File: config.mk
export PLATFORM = sky130hd
export DESIGN_NAME = riscv_pipe_stage
export DESIGN_NICKNAME = d
export VERILOG_FILES = /design/src/rtl/riscv_pipe_pkg.sv /design/src/rtl/riscv_pipe_stage_flush_cnt.sv /design/src/rtl/riscv_pipe_stage.sv
export SDC_FILE = /design/constraint.sdc
export NUM_CORES = 1
export LEC_CHECK = 0
export BUFFER_PORTS_ARGS = -buffer_cell sky130_fd_sc_hd__buf_4
export CAP_MARGIN = 15
export CORE_UTILIZATION = 32
export CTS_CLUSTER_DIAMETER = 60
export DETAILED_ROUTE_END_ITERATION = 8
export PLACE_DENSITY = 0.53
export SLEW_MARGIN = 20
export SYNTH_ARGS = -nofsm -noshare
export SYNTH_HDL_FRONTEND = slang
export SYNTH_SLANG_ARGS = --single-unit
File: constraint.sdc
create_clock -name clk -period 2.51 [get_ports clk]
set_input_delay 0.1255 -clock clk [delete_from_list [all_inputs] [get_ports clk]]
set_output_delay 0.1255 -clock clk [all_outputs]
set_load 0.02 [all_outputs]
File: src/rtl/riscv_pipe_pkg.sv
// Shared definitions for the elastic pipeline-stage registers: per-stage
// bus widths, packed field offsets and the occupancy encoding.
package riscv_pipe_pkg;

   // Per-stage control/data widths
   localparam int IFID_CTRL_W  = 4;
   localparam int IFID_DATA_W  = 64;
   localparam int IDEX_CTRL_W  = 8;
   localparam int IDEX_DATA_W  = 160;
   localparam int EXMEM_CTRL_W = 8;
   localparam int EXMEM_DATA_W = 133;
   localparam int MEMWB_CTRL_W = 4;
   localparam int MEMWB_DATA_W = 69;

   // Control field bit offsets (shared layout, later stages use a prefix)
   localparam int CTRL_REGWR_BIT  = 0;
   localparam int CTRL_MEMWR_BIT  = 1;
   localparam int CTRL_MEMRD_BIT  = 2;
   localparam int CTRL_BROP_LSB   = 3;
   localparam int CTRL_BROP_W     = 3;
   localparam int CTRL_WBSEL_LSB  = 6;
   localparam int CTRL_WBSEL_W    = 2;

   // Data field offsets for the ID/EX and EX/MEM buses
   localparam int DATA_PC_LSB   = 0;
   localparam int DATA_RS1_LSB  = 32;
   localparam int DATA_RS2_LSB  = 64;
   localparam int DATA_IMM_LSB  = 96;
   localparam int DATA_RD_LSB   = 128;
   localparam int DATA_RD_W     = 5;

   // Occupancy encoding (also the skid state machine state)
   localparam logic [1:0] OCC_EMPTY = 2'd0;
   localparam logic [1:0] OCC_ONE   = 2'd1;
   localparam logic [1:0] OCC_TWO   = 2'd2;

   // Number of held entries lost by a flush: held entries minus the one
   // that downstream takes in the same cycle.
   function automatic logic [1:0] flush_loss(input logic [1:0] occ, input logic emit);
      logic [1:0] loss;
      case (occ)
         OCC_EMPTY: loss = 2'd0;
         OCC_ONE:   loss = emit ? 2'd0 : 2'd1;
         OCC_TWO:   loss = emit ? 2'd1 : 2'd2;
         default:   loss = 2'd0;
      endcase
      return loss;
   endfunction

endpackage

File: src/rtl/riscv_pipe_stage_flush_cnt.sv
// Saturating debug counter of instructions squashed by flush.
module riscv_pipe_flush_cnt
   import riscv_pipe_pkg::*;
#(
   parameter int CNT_W = 16
) (
   input  logic             clk,
   input  logic             rst_n,
   input  logic [1:0]       inc,
   output logic [CNT_W-1:0] cnt
);

   localparam logic [CNT_W:0] SAT_VAL = {1'b0, {CNT_W{1'b1}}};

   logic [CNT_W:0]   sum_s;
   logic [CNT_W-1:0] cnt_r;
   logic [CNT_W-1:0] cnt_nxt_s;

   // Add the increment one bit wider and clamp at all-ones so it never wraps
   always_comb begin
      sum_s     = {1'b0, cnt_r} + (CNT_W+1)'(inc);
      cnt_nxt_s = cnt_r;
      if (sum_s > SAT_VAL) begin
         cnt_nxt_s = {CNT_W{1'b1}};
      end else begin
         cnt_nxt_s = sum_s[CNT_W-1:0];
      end
   end

   // Counter register, cleared by reset
   always_ff @(posedge clk or negedge rst_n) begin
      if (!rst_n) begin
         cnt_r <= {CNT_W{1'b0}};
      end else begin
         cnt_r <= cnt_nxt_s;
      end
   end

   assign cnt = cnt_r;

endmodule

File: src/rtl/riscv_pipe_stage.sv
// Elastic pipeline-stage register with valid/ready handshake, optional
// 2-entry skid buffer, synchronous flush and a flushed-entry counter.
module riscv_pipe_stage
   import riscv_pipe_pkg::*;
#(
   parameter int CTRL_W     = 8,
   parameter int DATA_W     = 160,
   parameter int SKID       = 1,
   parameter int CLEAR_DATA = 0,
   parameter int CNT_W      = 16
) (
   input  logic              clk,
   input  logic              rst_n,
   input  logic              in_valid,
   output logic              in_ready,
   input  logic [CTRL_W-1:0] in_ctrl,
   input  logic [DATA_W-1:0] in_data,
   output logic              out_valid,
   input  logic              out_ready,
   output logic [CTRL_W-1:0] out_ctrl,
   output logic [DATA_W-1:0] out_data,
   input  logic              flush,
   output logic [1:0]        occupancy,
   output logic [CNT_W-1:0]  flushed_cnt
);

   logic [1:0]        occ_r;
   logic [1:0]        occ_nxt_s;
   logic              out_valid_r;
   logic              in_ready_r;
   logic              in_ready_s;
   logic              accept_s;
   logic              emit_s;
   logic [1:0]        flush_inc_s;
   logic [CTRL_W-1:0] main_ctrl_r, main_ctrl_nxt_s;
   logic [DATA_W-1:0] main_data_r, main_data_nxt_s;
   logic [CTRL_W-1:0] skid_ctrl_r, skid_ctrl_nxt_s;
   logic [DATA_W-1:0] skid_data_r, skid_data_nxt_s;

   // With the skid buffer in_ready comes straight from a flop; without it
   // the stage can accept whenever its single slot empties this cycle.
   generate
      if (SKID != 0) begin : g_skid_ready
         assign in_ready_s = in_ready_r;
      end else begin : g_comb_ready
         assign in_ready_s = ~out_valid_r | out_ready;
      end
   endgenerate

   assign accept_s = in_valid & in_ready_s;
   assign emit_s   = out_valid_r & out_ready;

   // Next-state and datapath steering; control is zeroed whenever the
   // main slot empties so a bubble never carries RegWr/MemWr.
   always_comb begin
      occ_nxt_s       = occ_r;
      main_ctrl_nxt_s = main_ctrl_r;
      main_data_nxt_s = main_data_r;
      skid_ctrl_nxt_s = skid_ctrl_r;
      skid_data_nxt_s = skid_data_r;
      flush_inc_s     = 2'd0;
      if (flush) begin
         occ_nxt_s       = OCC_EMPTY;
         main_ctrl_nxt_s = {CTRL_W{1'b0}};
         skid_ctrl_nxt_s = {CTRL_W{1'b0}};
         flush_inc_s     = flush_loss(occ_r, emit_s);
         if (CLEAR_DATA != 0) begin
            main_data_nxt_s = {DATA_W{1'b0}};
            skid_data_nxt_s = {DATA_W{1'b0}};
         end else begin
            main_data_nxt_s = main_data_r;
            skid_data_nxt_s = skid_data_r;
         end
      end else begin
         case (occ_r)
            OCC_EMPTY: begin
               if (accept_s) begin
                  occ_nxt_s       = OCC_ONE;
                  main_ctrl_nxt_s = in_ctrl;
                  main_data_nxt_s = in_data;
               end else begin
                  occ_nxt_s = OCC_EMPTY;
               end
            end
            OCC_ONE: begin
               if (accept_s && emit_s) begin
                  occ_nxt_s       = OCC_ONE;
                  main_ctrl_nxt_s = in_ctrl;
                  main_data_nxt_s = in_data;
               end else if (accept_s) begin
                  occ_nxt_s       = OCC_TWO;
                  skid_ctrl_nxt_s = in_ctrl;
                  skid_data_nxt_s = in_data;
               end else if (emit_s) begin
                  occ_nxt_s       = OCC_EMPTY;
                  main_ctrl_nxt_s = {CTRL_W{1'b0}};
               end else begin
                  occ_nxt_s = OCC_ONE;
               end
            end
            OCC_TWO: begin
               if (emit_s) begin
                  occ_nxt_s       = OCC_ONE;
                  main_ctrl_nxt_s = skid_ctrl_r;
                  main_data_nxt_s = skid_data_r;
                  skid_ctrl_nxt_s = {CTRL_W{1'b0}};
               end else begin
                  occ_nxt_s = OCC_TWO;
               end
            end
            default: begin
               occ_nxt_s       = OCC_EMPTY;
               main_ctrl_nxt_s = {CTRL_W{1'b0}};
               skid_ctrl_nxt_s = {CTRL_W{1'b0}};
            end
         endcase
      end
   end

   // State, handshake flags and the main/skid registers
   always_ff @(posedge clk or negedge rst_n) begin
      if (!rst_n) begin
         occ_r       <= OCC_EMPTY;
         out_valid_r <= 1'b0;
         in_ready_r  <= 1'b1;
         main_ctrl_r <= {CTRL_W{1'b0}};
         main_data_r <= {DATA_W{1'b0}};
         skid_ctrl_r <= {CTRL_W{1'b0}};
         skid_data_r <= {DATA_W{1'b0}};
      end else begin
         occ_r       <= occ_nxt_s;
         out_valid_r <= (occ_nxt_s != OCC_EMPTY);
         in_ready_r  <= (occ_nxt_s != OCC_TWO);
         main_ctrl_r <= main_ctrl_nxt_s;
         main_data_r <= main_data_nxt_s;
         skid_ctrl_r <= skid_ctrl_nxt_s;
         skid_data_r <= skid_data_nxt_s;
      end
   end

   riscv_pipe_flush_cnt #(
      .CNT_W (CNT_W)
   ) u_flush_cnt (
      .clk   (clk),
      .rst_n (rst_n),
      .inc   (flush_inc_s),
      .cnt   (flushed_cnt)
   );

   assign in_ready  = in_ready_s;
   assign out_valid = out_valid_r;
   assign out_ctrl  = main_ctrl_r;
   assign out_data  = main_data_r;
   assign occupancy = occ_r;

endmodule

# Word level (Yosys, flattened, before mapping)
# Cells that the tools add are included.
# op_classes
addsub,1
magnitude_cmp,1
n_eq_ne,13
muxes,24
bitwise,4
reduce_logical,8
# ops
cell,n
160-bit 2-to-1 mux,3
160-bit case mux with 3 select lines,1
8-bit 2-to-1 mux,8
8-bit case mux with 3 select lines,2
16-bit by 2-bit adder with 17-bit output,1
17-bit by 16-bit > comparator with 1-bit output (second input constant),1
16-bit 2-to-1 mux,1
3-bit != test (second input constant),4
4-bit AND reduction,3
2-bit 2-to-1 mux,5
2-bit != test (second input constant),5
4-bit != test (second input constant),2
2-bit case mux with 3 select lines,1
5-bit AND reduction,1
2-bit case mux with 2 select lines,1
3-bit nonzero test,1
1-bit bitwise AND,2
2-bit by 1-bit equality test with 1-bit output (second input constant),1
2-bit equality test (second input constant),1
2-bit logical NOT,1
1-bit 2-to-1 mux,2
1-bit NOT,2
2-bit nonzero test,1
1-bit logical AND,1
# word_totals
register_bits,356
input_bits,173
out_inout_bits,188
elab_cells,59

# Logic depth before layout (Yosys ltp)
# depth
word_depth,7
ltp_mapped,10
ltp_nobuf,9

# Hierarchy
# From an unflattened synthesis, not the netlist that was laid out.
# unflattened
cells_unflattened,1027
area_unflattened_um2,15630.0
# by_module_without_submodules
module,instances,cells_per_inst,area_each_um2,seq_area_each_um2
riscv_pipe_stage,1,946,14808.0,8509.4
riscv_pipe_flush_cnt,1,81,822.0,400.4

# Least setup slack after synthesis
# OpenSTA, ideal clock, no wires.
# synth_path
path_type,register -> register
start,reg occ_r[1] (netlist: occupancy[1])
end,reg u_flush_cnt.cnt_r[3] (netlist: u_flush_cnt.cnt[3])
arrival_time_ns,2.605
t_required_ns,2.368
setup_slack_ns,-0.237
path_stages_with_launch,11
path_buffers,4
cell_sequence,dfrtp_1 > nor2b_1 > buf_2 > buf_2 > buf_2 > and3_1 > fa_1 > and4_1 > nand4_1 > clkbuf_1 > o21ai_0
# synth_between
elab_chain_cells,6
word_cells_on_any_way,7
classes_between,add/sub (1); order compare (1); eq/ne (2); mux (3)
# synth_lines
element,line_no,source
start: declaration,riscv_pipe_stage.sv:27,logic [1:0] occ_r;
start signal: assignment,riscv_pipe_stage.sv:131,occ_r <= occ_nxt_s;
2-bit equality test or 2-bit by 1-bit equality test with 1-bit output (tied branches),riscv_pipe_pkg.sv:41,case (occ)
2-bit case mux with 2 select lines (*),riscv_pipe_pkg.sv:41,
2-bit 2-to-1 mux (*),riscv_pipe_stage.sv:62,if (flush) begin
16-bit by 2-bit adder with 17-bit output (*),riscv_pipe_stage_flush_cnt.sv:21,"sum_s = {1'b0, cnt_r} + (CNT_W+1)'(inc);"
17-bit by 16-bit > comparator with 1-bit output,riscv_pipe_stage_flush_cnt.sv:23,if (sum_s > SAT_VAL) begin
16-bit 2-to-1 mux (*),riscv_pipe_stage_flush_cnt.sv:23,
net u_flush_cnt.cnt_nxt_s[3],riscv_pipe_stage_flush_cnt.sv:17,logic [CNT_W-1:0] cnt_nxt_s;
end signal: assignment,riscv_pipe_stage_flush_cnt.sv:33,cnt_r <= {CNT_W{1'b0}};
end signal: assignment,riscv_pipe_stage_flush_cnt.sv:35,cnt_r <= cnt_nxt_s;
end: declaration,riscv_pipe_stage_flush_cnt.sv:16,logic [CNT_W-1:0] cnt_r;
# The timed path passes the listed nets; every way through them passes the cells marked *.
# A chain may end at the register's enable or synchronous reset.

# Final worst setup path
# layout_path
start,reg in_ready_r (netlist: in_ready)
end,reg main_data_r[87] (netlist: out_data[87])
# layout_between
elab_chain_cells,4
word_cells_on_any_way,5
classes_between,eq/ne (2); bitwise (1); reduce/logical (2)
# layout_lines
element,line_no,source
start: declaration,riscv_pipe_stage.sv:30,logic in_ready_r;
start signal: assignment,riscv_pipe_stage.sv:133,in_ready_r <= (occ_nxt_s != OCC_TWO);
1-bit bitwise AND (*),riscv_pipe_stage.sv:50,assign accept_s = in_valid & in_ready_s;
1-bit logical AND,riscv_pipe_stage.sv:86,if (accept_s && emit_s) begin
2-bit != test (no line),--,
5-bit AND reduction (no line) (*),--,
end signal: assignment,riscv_pipe_stage.sv:127,main_data_r <= {DATA_W{1'b0}};
end signal: assignment,riscv_pipe_stage.sv:135,main_data_r <= main_data_nxt_s;
end: declaration,riscv_pipe_stage.sv:36,"logic [DATA_W-1:0] main_data_r, main_data_nxt_s;"
# Mark *: on every way between the ends. The rest lies on a longest branch, timed or not.

==> results.py <==
metrics = {
    "sta": {
        "worst_pin_slew_ns": 0.680,
        "setup_violations": 0,
        "fin_tns_setup_ns": 0,
        "slew_headroom_pct": 54.6,
        "finalHoldViolCount": 0,
        "min_period_over_period_pct": 94.8,
        "timing_limited_maximum_frequency_ghz": 0.420,
        "final_period_minus_worst_setup_slack_ns": 2.38,
        "clock_skew_ns": 0.0118,
        "rsz0062_at_grt": "false",
        "final_max_tran_viols": 0,
    },
    "worst_setup_path": {
        "critical_path.top_delay_family": "flip-flops",
        "crit_path_cell_trace": "nand2_1 -> inv_1 -> ha_2 -> nand2_1 -> a21o_1 -> a21oi_4 -> buf_12 -> buf_12 -> mux2_2",
        "worstPathMaxFanout": 26,
        "worst_ep_required_time_ns": 2.95,
        "critical_path.endpoint_type": "flop",
        "critical-path-max-stage-delay_ns": 0.53,
        "timing.critical_path.buf_inv": 3,
        "timing.critical_path.slowest_stage_cell": "sky130_fd_sc_hd__dfstp_2",
        "critical_path_arrival_ns": 2.81,
        "timing.critical_path.from_type": "flop",
        "worst-setup-path-type": "reg -> reg",
    },
    "power": {
        "clock_power_share_pct": 29.3,
        "combPwrFrac_pct": 28.6,
        "power_leakage_nw": 9.92,
        "vdd_ir_drop_max_mv": 0.628,
        "pwr-share-seq_pct": 42.1,
        "switching_power_w": 0.00612,
        "p_int_w": 0.0146,
        "switching_share_pct": 29.5,
        "power.density_cell_area_nw_per_um2": 924,
    },
    "die": {
        "die_height_um": 223,
        "die_x_um": 223,
        "initial_core_util_pct": 32.6,
        "num_io_pins": 361,
        "floorplan.rows": 80,
        "die-area_um2": 49700,
        "core_region_um2": 47900,
    },
    "detailed_routing": {
        "route.detailed.drc": 0,
        "met2WireLength_um": 18200,
        "antenna_left": 0,
        "dr_total_vias": 10500,
        "detailroute.wirelength.met3_um": 2720,
        "detailedRoute.firstIterationViolations": 262,
        "wl_um": 39100,
        "wirelength_met1_um": 17600,
        "avgViaCountPerCell": 4.69,
        "routed.top_layer": "met4",
        "dr.pass1.iters": 4,
        "route.detailed.wl_per_inst_um": 17.4,
    },
    "global_routing": {
        "grt_pass1_wl_um": 62700,
        "pin_count_of_the_biggest_net_entering_global_routing": 80,
        "initial_antenna_violation_count": 1,
        "grt.total_usage_pct": 15.8,
        "gr-total-overflow": 0,
        "first_global_vias": 11200,
    },
    "outcome": {
        "run_status": "finished clean",
    },
    "layout": {
        "final.fill_count": 4367,
        "final_common_cell": "sky130_fd_sc_hd__mux2_2",
        "mostFrequentLayoutCells": "sky130_fd_sc_hd__mux2_2 (426), sky130_fd_sc_hd__buf_4 (379), sky130_fd_sc_hd__dfrtp_1 (354), sky130_fd_sc_hd__dlygate4sd3_1 (170), sky130_fd_sc_hd__mux2_1 (56)",
        "nNetsFinal": 1772,
        "final_core_utilization_pct": 46.8,
        "final_layout_size_suffix_gt1_share_pct": 55.5,
        "flow.area_growth_from_synthesis_pct": 43.5,
    },
    "yosys": {
        "synthesis.area_per_instance_um2": 15.0,
        "yosys_register_bits": 356,
        "yosysUniqueCellTypes": 40,
        "syn-cell-area_um2": 15600,
        "syn_nets": 1217,
        "synth-seq-area-share_pct": 57.0,
        "yosys_warnings": 0,
        "synth_cells": 1039,
    },
    "cts": {
        "clock_tree.htree_level_count": 2,
        "root_buffer": "sky130_fd_sc_hd__clkbuf_16",
        "cts_max_path_buffers": 3,
        "clock_sink_count": 356,
        "number_of_buffers_created_by_cts": 43,
        "clk-insertion-delay-late_ns": 0.55,
        "clock_tree_from_tritoncts": "yes",
        "clkSlewWorstSetupHoldPaths_ns": 0.06,
    },
    "job": {
        "max_cap_viol_count": 0,
    },
    "min_path": {
        "worst_hold_path_type": "in -> reg",
    },
    "placed_design": {
        "port_buffers": 360,
        "gpl.final_weighted_congestion": 0.752,
        "hpwl_um": 26100,
    },
}
==> power by group through the flow <==
stage	sequential [W]	combinational, W	clock, W
5_1_grt	0.00899	0.00635	0.00653
3_5_place_dp	0.00882	0.00578	0
2_1_floorplan	0.00965	0.00229	0
3_3_place_gp	0.00873	0.00569	0
6_report	0.00872	0.00593	0.00608
4_1_cts	0.00874	0.00601	0.00631
==> path summary, 6_finish.rpt <==
| kind | end | cells after the start | from | slack [ns] |
|---|---|---|---|---|
| worst max-delay path | out_data[87] | 9 | in_ready | 0.13 |
| worst min-delay path | out_valid | 5 | in_valid | 0.10 |
| worst max register to register | out_data[87] | 9 | in_ready | 0.13 |
| worst min register to register | skid_data_r[62] | 1 | skid_data_r[62] | 0.48 |
| max in group asynchronous | skid_data_r[41] | 4 | rst_n | 1.52 |
| min in group asynchronous | out_data[43] | 2 | rst_n | 0.16 |
==> flip-flops by register name, summed over array words and instances, names as in the netlist <==
register         flops
in_ready             1
occupancy            2
out_ctrl             8
out_data           160
out_valid            1
skid_ctrl_r          8
skid_data_r        160
u_flush_cnt.cnt     16
==> what timing repair did <==
action | 4_1_cts | 5_1_grt
gates resized for setup | 0 | 2
endpoints found under the setup margin | 0 | 70
hold buffers | 170 | 0
setup buffers | 0 | 0
hold endpoints to repair | 396 | 0
==> cell usage after synthesis (all sizes together) <==
master,instances,share of area (%)
a21boi,1,0.048
a21o,2,0.096
a21oi,15,0.55
a22oi,1,0.080
a311o,1,0.064
a311oi,8,0.45
a31oi,2,0.080
a32oi,8,0.45
a41oi,1,0.056
and3,8,0.32
and4,4,0.22
buf,56,2.3
clkbuf,6,0.14
clkinv,1,0.024
dfrtp,355,57
dfstp,1,0.17
fa,1,0.13
ha,4,0.32
inv,5,0.12
mux2,482,35
nand2,18,0.43
nand2b,12,0.48
nand3,13,0.45
nand3b,1,0.048
nand4,4,0.16
nor2,3,0.072
nor2b,3,0.12
nor3,2,0.064
nor4,1,0.080
o21ai,10,0.32
o21bai,1,0.048
o32ai,1,0.056
xnor2,3,0.17
xor2,5,0.28
==> worst reg2reg max path: cells and delay by family (launching register included) <==
family / cells / cell delay [ns]
AOI/OAI and AO/OA: 2 / 0.42
adders and majority gates: 1 / 0.24
buffers and inverters: 3 / 0.55
DFF: 1 / 0.53
muxes: 1 / 0.36
and+or+nand+nor: 2 / 0.14
==> metal layers <==
metal / track usage [%] / up-vias
met4: 4.34 / 0
met2: 25.2 / 269
met1: 20.8 / 5306
li1: - / 4900
met5: 0 / -
met3: 4.69 / 40
==> through the flow <==
step | instances | setup slack (ns) | hold WS [ns] | total power [W] | instance area [um^2]
finish | 2241 | 0.131 | 0.102 | 0.0207 | 22400
global route | 2241 | 0.00150 | 0.0993 | 0.0219 | 22400
CTS | 2240 | 0.0674 | 0.0614 | 0.0211 | 22400
detailed placement | 1994 | 0.0884 | 0.176 | 0.0146 | 19300
global placement | 1994 | 0.105 | 0.165 | 0.0144 | 19300
floorplan | 1039 | 0.00327 | -0.170 | 0.0119 | 15600
==> final cells by class <==
type / instances / area (um^2) / area share (%)
Antenna cell: 1 / 2.50 / 0.0112
Clock buffer: 67 / 1310 / 5.83
Clock inverter: 9 / 80.1 / 0.357
Inverter: 6 / 22.5 / 0.100
Multi-Input combinational cell: 615 / 6340 / 28.2
Sequential cell: 356 / 8910 / 39.7
Tap cell: 615 / 769 / 3.43
Timing Repair Buffer: 572 / 5000 / 22.3
==> logic make-up after synthesis <==
logic type / synth area share (%)
simple gates: 2.45
buf+inv: 2.63
fa+ha+maj: 0.448
mux: 34.7
flops: 57.0
xor+xnor: 0.448
compound gates: 2.30
No activity file was read; power rests on OpenSTA's default activity.
